## src/rtl/mhd_pkg.sv

```systemverilog
// Shared definitions for the Hamming-distance miter error monitor:
// FSM state encoding, default counter width and the saturation value.
package mhd_pkg;

    typedef enum logic [1:0] {
        IDLE   = 2'd0,
        RUN    = 2'd1,
        REPORT = 2'd2
    } state_e;

    localparam int CNT_W_DEF = 16;

    localparam logic [CNT_W_DEF-1:0] SAT_MAX = '1;

endpackage

```

## src/rtl/mhd_err_monitor_sat_counter.sv

```systemverilog
// Saturating up-counter with synchronous clear. count_next exposes the value
// the counter takes at the next edge so the owner can decide on it early.
module sat_counter
    import mhd_pkg::*;
#(
    parameter int W = CNT_W_DEF
) (
    input  logic         clk,
    input  logic         rst,
    input  logic         clr,
    input  logic         en,
    output logic [W-1:0] count,
    output logic [W-1:0] count_next
);

    localparam logic [W-1:0] MAX_VAL = {W{1'b1}};

    logic [W-1:0] count_q;
    logic [W-1:0] count_d;

    // Clear wins over enable so a new run always starts from zero.
    always_comb begin
        count_d = count_q;
        if (clr) begin
            count_d = '0;
        end else if (en && (count_q != MAX_VAL)) begin
            count_d = count_q + 1'b1;
        end
    end

    always_ff @(posedge clk or posedge rst) begin
        if (rst) begin
            count_q <= '0;
        end else begin
            count_q <= count_d;
        end
    end

    assign count      = count_q;
    assign count_next = count_d;

endmodule

```

## src/rtl/mhd_err_monitor.sv

```systemverilog
// Consumes the miter violation flag stream for a programmed run of N samples,
// counts violations, records the first failing index and reports pass/fail.
module mhd_err_monitor
    import mhd_pkg::*;
#(
    parameter int CNT_W      = CNT_W_DEF,
    parameter bit EARLY_STOP = 1'b1
) (
    input  logic             clk,
    input  logic             rst,
    input  logic             start,
    input  logic [CNT_W-1:0] num_samples,
    input  logic [CNT_W-1:0] max_err,
    input  logic             in_valid,
    input  logic             in_f,
    output logic             in_ready,
    output logic             busy,
    output logic             done,
    output logic             pass,
    output logic [CNT_W-1:0] err_count,
    output logic             first_fail_vld,
    output logic [CNT_W-1:0] first_fail_idx,
    output logic [CNT_W-1:0] samples_seen
);

    state_e           state_q, state_d;
    logic [CNT_W-1:0] num_q, num_d;
    logic [CNT_W-1:0] max_q, max_d;
    logic [CNT_W-1:0] samples_q, samples_d;
    logic             ffv_q, ffv_d;
    logic [CNT_W-1:0] ffi_q, ffi_d;
    logic             pass_q, pass_d;

    logic             accept;
    logic             err_clr;
    logic             err_en;
    logic [CNT_W-1:0] err_next;

    assign accept  = (state_q == RUN) && in_valid;
    assign err_clr = (state_q == IDLE) && start;
    assign err_en  = accept && in_f;

    sat_counter #(
        .W (CNT_W)
    ) u_err_cnt (
        .clk        (clk),
        .rst        (rst),
        .clr        (err_clr),
        .en         (err_en),
        .count      (err_count),
        .count_next (err_next)
    );

    // The verdict is taken from the post-update error count so that the
    // flag which ends the run is already included.
    always_comb begin
        state_d   = state_q;
        num_d     = num_q;
        max_d     = max_q;
        samples_d = samples_q;
        ffv_d     = ffv_q;
        ffi_d     = ffi_q;
        pass_d    = pass_q;
        case (state_q)
            IDLE: begin
                if (start) begin
                    num_d     = num_samples;
                    max_d     = max_err;
                    samples_d = '0;
                    ffv_d     = 1'b0;
                    ffi_d     = '0;
                    pass_d    = 1'b0;
                    if (num_samples == '0) begin
                        state_d = REPORT;
                        pass_d  = 1'b1;
                    end else begin
                        state_d = RUN;
                    end
                end
            end
            RUN: begin
                if (accept) begin
                    samples_d = samples_q + 1'b1;
                    if (in_f && !ffv_q) begin
                        ffv_d = 1'b1;
                        ffi_d = samples_q;
                    end
                    if ((samples_d == num_q) || (EARLY_STOP && (err_next > max_q))) begin
                        state_d = REPORT;
                        pass_d  = (err_next <= max_q);
                    end
                end
            end
            REPORT: begin
                state_d = IDLE;
            end
            default: begin
                state_d = IDLE;
            end
        endcase
    end

    always_ff @(posedge clk or posedge rst) begin
        if (rst) begin
            state_q   <= IDLE;
            num_q     <= '0;
            max_q     <= '0;
            samples_q <= '0;
            ffv_q     <= 1'b0;
            ffi_q     <= '0;
            pass_q    <= 1'b0;
        end else begin
            state_q   <= state_d;
            num_q     <= num_d;
            max_q     <= max_d;
            samples_q <= samples_d;
            ffv_q     <= ffv_d;
            ffi_q     <= ffi_d;
            pass_q    <= pass_d;
        end
    end

    assign in_ready       = (state_q == RUN);
    assign busy           = (state_q != IDLE);
    assign done           = (state_q == REPORT);
    assign pass           = pass_q;
    assign first_fail_vld = ffv_q;
    assign first_fail_idx = ffi_q;
    assign samples_seen   = samples_q;

endmodule

```

## config.mk

```make
export PLATFORM = sky130hd
export DESIGN_NAME = mhd_err_monitor
export DESIGN_NICKNAME = d
export VERILOG_FILES = /design/src/rtl/mhd_pkg.sv /design/src/rtl/mhd_err_monitor_sat_counter.sv /design/src/rtl/mhd_err_monitor.sv
export SDC_FILE = /design/constraint.sdc
export NUM_CORES = 1
export LEC_CHECK = 0
export ABC_AREA = 1
export BUFFER_PORTS_ARGS = -buffer_cell sky130_fd_sc_hd__buf_4
export CORE_MARGIN = 3
export CORE_UTILIZATION = 30
export DETAILED_ROUTE_END_ITERATION = 7
export GPL_ROUTABILITY_DRIVEN = 0
export HOLD_SLACK_MARGIN = 0.02
export SLEW_MARGIN = 25
export SYNTH_ARGS = -nofsm -noshare
export SYNTH_HDL_FRONTEND = slang
export SYNTH_SLANG_ARGS = --single-unit
```

## constraint.sdc

```tcl
create_clock -name clk -period 3.83 [get_ports clk]
set_input_delay 0 -clock clk [delete_from_list [all_inputs] [get_ports clk]]
set_output_delay 0 -clock clk [all_outputs]
set_load 0.05 [all_outputs]
```

After elaboration in Yosys (flattened, before gate mapping)
Index checks and enable logic that the tools add are counted.
{ "word_totals": {"regBits": 84, "wordCells": 58} }
{ "classes": {"addsub": 2, "order_cmp": 2, "eq_ne": 8, "muxes": 22, "reduce_logical": 16} }
{ "op_table": {"columns": ["operator", "n"], "rows": [
  ["$mux 16", 6],
  ["$pmux 16 s2", 2],
  ["$add 16x1->16 const B", 2],
  ["$eq 16x16->1", 1],
  ["$gt 16x16->1", 1],
  ["$le 16x16->1", 1],
  ["$logic_not 16->1", 1],
  ["$ne 16x16->1 const B", 1],
  ["$mux 2", 4],
  ["$reduce_and 4->1", 2],
  ["$mux 1", 7],
  ["$ne 2x1->1 const B", 3],
  ["$reduce_and 3->1", 2],
  ["$logic_and 1x1->1", 5],
  ["$pmux 1 s2", 2],
  ["$pmux 2 s2", 1],
  ["$reduce_bool 2->1", 2],
  ["$eq 2x1->1 const B", 1],
  ["$eq 2x2->1 const B", 1],
  ["$logic_not 2->1", 1],
  ["$ne 2x2->1 const B", 1],
  ["$reduce_and 2->1", 1],
  ["$logic_not 1->1", 1],
  ["$logic_or 1x1->1", 1]
]} }

Longest topological paths before layout
Gate-level depths: netlist (run 1).
{ "logic_depth": {"word_depth": 11, "depth_mapped": 26, "ltp_nobuf": 26} }

Hierarchy
From an unflattened synthesis (run 1), not the netlist that was laid out.
{ "unflattened": {"hier_cells": 637, "hier_area_um2": 4777.1} }
{ "by_module_without_submodules": {"columns": ["mod", "instances", "cells_per_inst", "area_each_um2"], "rows": [
  ["mhd_err_monitor", 1, 482, 3701.0],
  ["sat_counter", 1, 155, 1076.0]
]} }

Worst setup path after synthesis (run 1)
Ideal clock, no wire load.
{ "synth_path": {"kind": "register to register", "from": "reg u_err_cnt.count_q[0] (netlist: u_err_cnt.count[0])", "to": "reg pass_q (netlist: pass)", "setup_time_ns": 0.119, "arrival_ns": 2.951, "required_ns": 3.711, "slack_ns": 0.760, "path_stages_with_launch": 25, "n_path_buf": 0, "period_less_slack_ns": 3.070, "cell_sequence": "dfrtp_1 ha_1 inv_1 nor3_2 nand2_1 nor3_2 nand3_1 nand2_2 nor3_1 nand2_1 o21ai_0 a21oi_1 ha_1 a21oi_1 nor2_1 nor3_1 nand2_1 nand2_1 nand2_1 nand2_1 nand2_1 inv_1 nand2_2 nand4_1 nand2_1"} }
{ "synth_via": {"elab_chain_len": 8, "word_cells_on_any_way": 13} }
{ "synth_rtl": {"columns": ["element", "line_no", "text"], "rows": [
  ["from (decl)", "mhd_err_monitor_sat_counter.sv:18", "logic [W-1:0] count_q;"],
  ["from (signal assigned)", "mhd_err_monitor_sat_counter.sv:35", "count_q <= count_d;"],
  ["branches (longest 2 deep; another with $add 16x1->16)", null, null],
  ["$mux 16 *", "mhd_err_monitor_sat_counter.sv:26", "end else if (en && (count_q != MAX_VAL)) begin"],
  ["$mux 16 *", "mhd_err_monitor_sat_counter.sv:24", "if (clr) begin"],
  ["net err_next[5]", "mhd_err_monitor.sv:37", "logic [CNT_W-1:0] err_next;"],
  ["$le 16x16->1 or $gt 16x16->1 (tied branches)", "mhd_err_monitor.sv:90, mhd_err_monitor.sv:88", null],
  ["$mux 1 or $logic_or 1x1->1 (tied branches)", "mhd_err_monitor.sv:88", "if ((samples_d == num_q) || (EARLY_STOP && (err_next > max_q))) begin"],
  ["$mux 1 or $ne 2x1->1 (tied branches)", null, null],
  ["$pmux 1 s2 or $reduce_and 4->1 (tied branches)", null, null],
  ["to (signal assigned)", "mhd_err_monitor.sv:119", "pass_q <= pass_d;"],
  ["to (decl)", "mhd_err_monitor.sv:32", "logic pass_q, pass_d;"]
]} }
Mark *: on every way through the listed nets, which the timed path passes. The select of a mux whose other input is x is not followed.
A chain may end at the register's enable or synchronous reset.

Worst setup path after layout (run 1)
Ends and elaborated chain as after synthesis.

==> impl_results.md, run 1 <==
* Status: finished, final reports clean
* Combinational family with the most area after synthesis: simple AND/OR/NAND/NOR gates
* Initial antenna violation count at 0
* Yosys cell types at 36
* Most frequent cells after synthesis: nand2_1, dfrtp_1, inv_1, o21ai_0, nor2_1
* Total GRT Usage at 0.147
* Worst setup EP type: register
* Slowest cell on crit path: dfrtp_1
* DR iter-0 viols at 230
* Pin count of the biggest net entering global routing at 54
* Clock Pin Slew Worst Setup and Hold Paths at ~60 ps
* Final instance count without filler cells at 906
* Final antenna diode count at 0
* Setup TNS at 0 ps
* Vias at ~4200
* Area contributors post-synth: dfrtp_1, nand2_1, o21ai_0
* Routed WL at about 12000 um
* Die area at about 0.017 mm2
* Min cycle time layout at roughly 3100 ps
* Cts bufs inserted at 9
* XOR/XNOR Fraction of Synth Area at 0.0124
* CTS sink cnt at between 80 and 90
* Worst skew pair latency at 340 ps
* Yosys top cell area share at 0.454
* Seq/Total Area, Yosys at 0.454
* Register area at 0.00210 mm2
* Type of the most critical hold path: in -> async
* Clock skew at ~6.5 ps
* Via density at roughly 4.6
* Worst path arrival time at between 3000 and 4000 ps
* Asr flop ratio synth at 1.00
* Rows at 44
* Post-CTS setup buffer count at 0
* Die Width at between 100 and 150 um
* Synth-to-Final Area Change at 33.4%
* Buffers on Ports at 89
* Number of synthesized flops with an enable pin at 0
* Multi-input logic area at 0.00217 mm2
* Simple-Gate Fraction of Synth Area at 0.295
* Post-synthesis compound-gate area fraction at 0.111
* Relative slew slack at 0.561
* Gr ovfl total at 0
* CTS tree: built
* Layout cells sized above 1 at 0.202
* Avg Cell Area, Syn at approximately 8 um2
* # nets final at 772
* Final setup fails at 0
* Final HPWL DP at between 9000 and 10000 um
* Worst Tran Pin Value at 658 ps
* Drt wl/cell at around 13 um
* Cell area after synthesis at 0.00463 mm2
* Top_reg_cell synth: dfrtp_1
* Mux cell area share after synthesis at 0
* Post-Syn Nets at about 650
* Pleak at 0.00303 uW
* Max Clock Freq at approximately 320 MHz
* First-pass GRT wire length at 19500 um
* Yosys top cell by area: dfrtp_1
* Post-synthesis instance total at around 600
* Routed Antenna Nets at 0
* I/O pin count at 90
* Setup repair after global routing missed its margin: no
* Max Buffers Root-to-Sink at 2
* Yosys Warn Count at 0
* Initial Util at 0.312
* #FFs+latches synth at 84
* Remaining design rule violation count at 0
* CP dominant cell by count: nand2_1
* WS Path Type: reg -> reg
* Dpl cells at roughly 860
* H-tree depth at 3
* Most frequent cell after synthesis: nand2_1
* First-pass iteration count of the detailed router at 4
* CP bufs+invs at 2
* DIE HEIGHT at around 130 um
* CP Launch Type: register
* Core box area at 0.0148 mm2
* Synth Area in Adders at 0.0487
* Root Buffer: clkbuf_16
* Critical path peak fanout at 9
* Top Family by Delay on Critical Path: simple AND/OR/NAND/NOR gates
* Pwr/cell area at about 800 mW/mm2
* Final Cycle Share at 0.818
* Crit path cell chain: ha_1 > inv_1 > nor3_2 > nand2_1 > nor3_2 > nand3_1 > nand2_2 > nor2_2 > nand2_2 > o21ai_0 > a21oi_1 > ha_1 > a21o_1 > nand3_1 > a21oi_1 > nor2_1 > nand2_1 > nand2_1 > nand2_1 > inv_1 > nand2_2 > nand3_2 > nand2_1 > nand2_1
* Crit path required time at between 4000 and 5000 ps
* Slowest stage delay, CP at between 400 and 500 ps
* Max VDD drop at 0.282 mV
* Hold Fails Final Rpt at 0
* FILL cells at ~1500
* Max-slew violations at 0
* Max_cap viols at 0
* Number of global-route vias before repair at just under 4000
## where the power goes
group | total, uW | switching [uW] | internal [uW]
registers | 1510 | 270 | 1240
clock network | 935 | 360 | 575
logic | 2430 | 1680 | 755
total | 4880 | 2310 | 2570
## final timing paths
check / start / end / slack [ps] / depth (start not counted)
setup / recovery: u_err_cnt.count[0]$_DFF_PP0_ / pass$_DFFE_PP0P_ / 700 / 24
hold / removal: rst / state_q[0]$_DFFE_PP0P_ / 320 / 3
setup reg to reg: u_err_cnt.count[0]$_DFF_PP0_ / pass$_DFFE_PP0P_ / 700 / 24
hold reg to reg: max_q[0]$_DFFE_PP0P_ / max_q[0]$_DFFE_PP0P_ / 480 / 2
max in group asynchronous: rst / u_err_cnt.count[15]$_DFF_PP0_ / 2650 / 4
min in group clk: in_f / u_err_cnt.count[14]$_DFF_PP0_ / 360 / 6
## metrics by stage
step / utilization / worst slack (ps) / hold WS (ps) / total power (uW) / cell area (um2)
2_1_floorplan: - / 760 / 117 / 3240 / 4630
3_3_place_gp: 0.372 / 707 / 207 / 3920 / 5500
3_5_place_dp: 0.372 / 701 / 210 / 3950 / 5500
4_1_cts: 0.417 / 671 / 337 / 4940 / 6170
5_1_grt: 0.417 / 292 / 393 / 5280 / 6170
6_report: 0.417 / 696 / 318 / 4880 / 6170
## layer usage
metal | part of all wire | up-vias | GRT usage
li1 | - | 2178 | -
met1 | 0.47 | 1893 | 0.194
met2 | 0.46 | 104 | 0.231
met3 | 0.065 | 11 | 0.0434
met4 | 0.010 | 0 | 0.0489
met5 | 0 | - | 0
## registers in the layout, indices dropped and copies added (netlist names)
| name | count |
|---|---|
| first_fail_idx | 16 |
| max_q | 16 |
| num_q | 16 |
| samples_seen | 16 |
| u_err_cnt.count | 16 |
| state_q | 2 |
| first_fail_vld | 1 |
| pass | 1 |
## cells in the final DEF (no fill, tap or decap)
cell | netlist | layout
o21ai_2 | 1 | 1
ha_1 | 18 | 18
o22ai_1 | 14 | 14
dfrtp_1 | 84 | 84
nand2_1 | 163 | 163
bufinv_16 | 0 | 2
nor2_4 | 2 | 3
nor2_8 | 2 | 2
inv_1 | 76 | 75
nor2_2 | 6 | 6
nand4_1 | 11 | 11
nor2_1 | 39 | 38
nand3b_1 | 1 | 1
nand2_2 | 9 | 9
xnor2_1 | 2 | 2
clkinv_4 | 0 | 3
xnor3_1 | 1 | 1
nor4_1 | 4 | 4
nor3_1 | 7 | 7
inv_2 | 7 | 7
xor2_1 | 2 | 2
a21o_1 | 1 | 1
nor3b_1 | 1 | 1
nand2_4 | 1 | 1
and2_0 | 1 | 1
nand3_4 | 1 | 1
a21oi_1 | 17 | 17
clkbuf_1 | 9 | 2
dlygate4sd3_1 | 0 | 35
o21ai_0 | 61 | 61
nand4_2 | 2 | 2
clkbuf_16 | 0 | 9
o21ai_1 | 2 | 2
buf_4 | 1 | 92
nand3_2 | 2 | 2
inv_4 | 0 | 1
nand3_1 | 35 | 35
nor3_2 | 5 | 5
o221ai_1 | 1 | 1
## worst min-delay path, delay by kind of cell
kind,cells,cell delay (ps)
buffers and inverters,3,1130
## logic make-up (layout without fill, tap and decap cells)
group,after synthesis,count (layout)
AO/OA/AOI/OAI,97,97
XOR/XNOR,5,5
adder cells (fa/ha/maj),18,18
buffers and inverters,96,226
flip-flops,84,84
AND/OR/NAND/NOR,292,292
## final cells by class
class | instances | share of cell area
clock inverter | 5 | 0.0140
tap | 184 | 0.0373
timing repair buffer | 127 | 0.169
sequential | 84 | 0.340
inverter | 83 | 0.0509
clock buffer | 11 | 0.0377
multi-input combinational | 412 | 0.351
## repair_timing
action,CTS,global route
hold buffers,35,0
resized for setup,0,0
hold endpoints to repair,87,0
setup endpoints to repair,0,0
No activity file was read; power rests on OpenSTA's default activity.
==> run 2: changes to the inputs <==
Settings changed: ABC_AREA 1 to 0.
Clock period 3.83 ns to 3.2 ns, I/O delays scaled along.
==> impl_results.md, run 2 <==
* Status: finished, final reports clean
* Layout cells sized above 1 at 0.225
* Root Buffer: clkbuf_16
* Remaining design rule violation count at 0
* Sequential group share of total power at 0.355
* DR iter-0 viols at roughly 170
* Final Cycle Share at 0.939
* Synth-to-Final Area Change at 33.6%
* Number of global-route vias before repair at between 3000 and 4000
* Most frequent cell after synthesis: nand2_1
* Critical path peak fanout at 5
* Setup TNS at 0 ps
* Number of synthesized flops with an enable pin at 0
* Worst path arrival time at between 3000 and 4000 ps
* CTS sink cnt at 84
* Yosys cell types at a little over 50
* Top_reg_cell synth: dfrtp_1
* Internal Power at ~2600 uW
* DIE HEIGHT at between 100 and 150 um
* Yosys top cell by area: dfrtp_1
* Min cycle time layout at between 3000 and 4000 ps
* Yosys top cell area share at 0.466
* Clock Pin Slew Worst Setup and Hold Paths at about 60 ps
* Setup repair after global routing missed its margin: no
* Gr ovfl total at 0
* Routed WL at 11800 um
* Routed Antenna Nets at 0
* Pin count of the biggest net entering global routing at 33
* Most common cell after layout, fill and taps aside: buf_4
* Leading cell types in the layout, fill and taps excluded: buf_4, nand2_1, dfrtp_1
* Max Clock Freq at between 300 and 400 MHz
* Util after Layout at 0.411
* #FFs+latches synth at 84
* Max_cap viols at 0
* Yosys Warn Count at 0
* First-pass iteration count of the detailed router at 5
* Rows at 44
* WS Path Type: reg -> reg
* Clock skew at approximately 9.5 ps
* Buffers on Ports at ~90
* Relative slew slack at 0.561
* First-pass GRT wire length at just under 20000 um
* Vias at approximately 4000
* Pleak at roughly 0.0029 uW
* Final antenna diode count at 0
* Worst setup EP type: register
* Switching Fraction at 0.420
* Cell area after synthesis at between 0.004 and 0.005 mm2
* # nets final at ~660
* Asr flop ratio synth at 1.00
* Area contributors post-synth: dfrtp_1, nand2_1, ha_1
* Cts bufs inserted at 9
* Most frequent cells after synthesis: nand2_1, dfrtp_1, o21ai_0, nor2_1, inv_1
* Type of the most critical hold path: in -> reg
* Core box area at 0.0146 mm2
* Pwr/cell area at between 700 and 800 mW/mm2
* Worst Tran Pin Value at roughly 660 ps
* Hold Fails Final Rpt at 0
* Avg Cell Area, Syn at 9.39 um2
* Die area at approximately 0.017 mm2
* Drt wl/cell at approximately 15 um
* Worst skew pair latency at about 350 ps
* P_sw at around 1900 uW
* H-tree depth at 3
* Die Width at ~130 um
* Max-slew violations at 0
* Combinational Power Share at 0.431
* CTS tree: built
* I/O pin count at 90
* CP Launch Type: register
* Total GRT Usage at 0.148
* Final setup fails at 0
* Crit path required time at 3460 ps
* Max VDD drop at 0.361 mV
* Initial antenna violation count at 0
* Final HPWL DP at around 9000 um
* Via density at about 5
* Max Buffers Root-to-Sink at 2
* Post-synthesis instance total at 480
* Post-Syn Nets at roughly 540
* Clock power share at 0.215
* Seq/Total Area, Yosys at 0.466
* Initial Util at 0.308
==> run 2: changes by cell type in the layout (fill, tap and decap cells not counted), moves of 11 or more <==
cell,before,now
nand2_1,163,95
a22o_1,0,18
inv_1,75,20
o21ai_0,61,43
xnor2_1,2,20
o22ai_1,14,1
nand3_1,35,10
xor2_1,2,13
==> run 2: worst paths after layout <==
check	startpoint	to	slack [ps]	depth (start not counted)
worst max-delay path	u_err_cnt.count[0]$_DFF_PP0_	pass$_DFFE_PP0P_	200	12
worst min-delay path	in_f	u_err_cnt.count[3]$_DFF_PP0_	110	3
worst max register to register	u_err_cnt.count[0]$_DFF_PP0_	pass$_DFFE_PP0P_	200	12
worst min register to register	num_q[15]$_DFFE_PP0P_	num_q[15]$_DFFE_PP0P_	500	2
max in group asynchronous	rst	first_fail_idx[8]$_DFFE_PP0P_	2230	4
min in group asynchronous	rst	u_err_cnt.count[14]$_DFF_PP0_	210	3
==> run 2: logic make-up (layout without fill, tap and decap cells) <==
family / after synthesis / count (layout) / share of synthesized area
AO/OA/AOI/OAI: 106 / 106 / 0.162
buffers and inverters: 47 / 172 / 0.0427
flip-flops: 84 / 84 / 0.466
AND/OR/NAND/NOR: 187 / 187 / 0.204
adder cells (fa/ha/maj): 18 / 18 / 0.0500
multiplexers: 5 / 5 / 0.0111
XOR/XNOR: 33 / 33 / 0.0641
==> run 2: power by group through the flow <==
stage                     clock, uW  combinational, uW  sequential [uW]
final                           962               1930             1590
after global placement            0               1850             1600
after global routing           1030               2140             1630
after detailed placement          0               1900             1600
after floorplan                   0               1120             1810
after CTS                       987               1940             1590
==> run 2: layer usage <==
metal  global-route usage  routed length, um  vias to the layer above
li1                     -                  -                     1926
met1                0.197               5580                     1886
met2                0.235               5580                       70
met3               0.0378                458                       12
met4               0.0513                167                        0
met5                    0                  0                        -
==> run 2: layout make-up <==
| class | instances | area (um2) |
|---|---|---|
| Clock buffer | 10 | 229 |
| Clock inverter | 6 | 40.0 |
| Fill cell | 1436 | 8620 |
| Inverter | 21 | 80.1 |
| Multi-Input combinational cell | 349 | 2240 |
| Sequential cell | 84 | 2100 |
| Tap cell | 184 | 230 |
| Timing Repair Buffer | 135 | 1100 |
==> run 2: through the flow <==
step / hold WS (ps) / setup slack [ps] / cell area [um2] / total power (uW) / instances
finish: 108 / 197 / 6020 / 4480 / 789
global route: 115 / 17.8 / 6020 / 4790 / 789
CTS: 78.1 / 31.4 / 5990 / 4520 / 789
global placement: 20.6 / 180 / 5390 / 3440 / 739
floorplan: 105 / 107 / 4510 / 2930 / 480
detailed placement: 30.2 / 49.3 / 5390 / 3500 / 739
==> run 2: worst max-delay path, cell delays in order (launching register included) <==
cell and delay, ps:
dfrtp_1 420, ha_1 230, and3_1 240, a41oi_4 290, nand4_1 140, xor2_1 160, nor2_1 150, ha_1 270
a21o_1 180, a21o_1 170, a211oi_1 320, a21oi_1 130, a211oi_2 200
==> run 2: repair_timing <==
action	in CTS	in global routing
buffers inserted	0	0
hold endpoints to repair	55	0
hold buffers	34	0
gates resized for setup	0	5
setup endpoints to repair	0	3
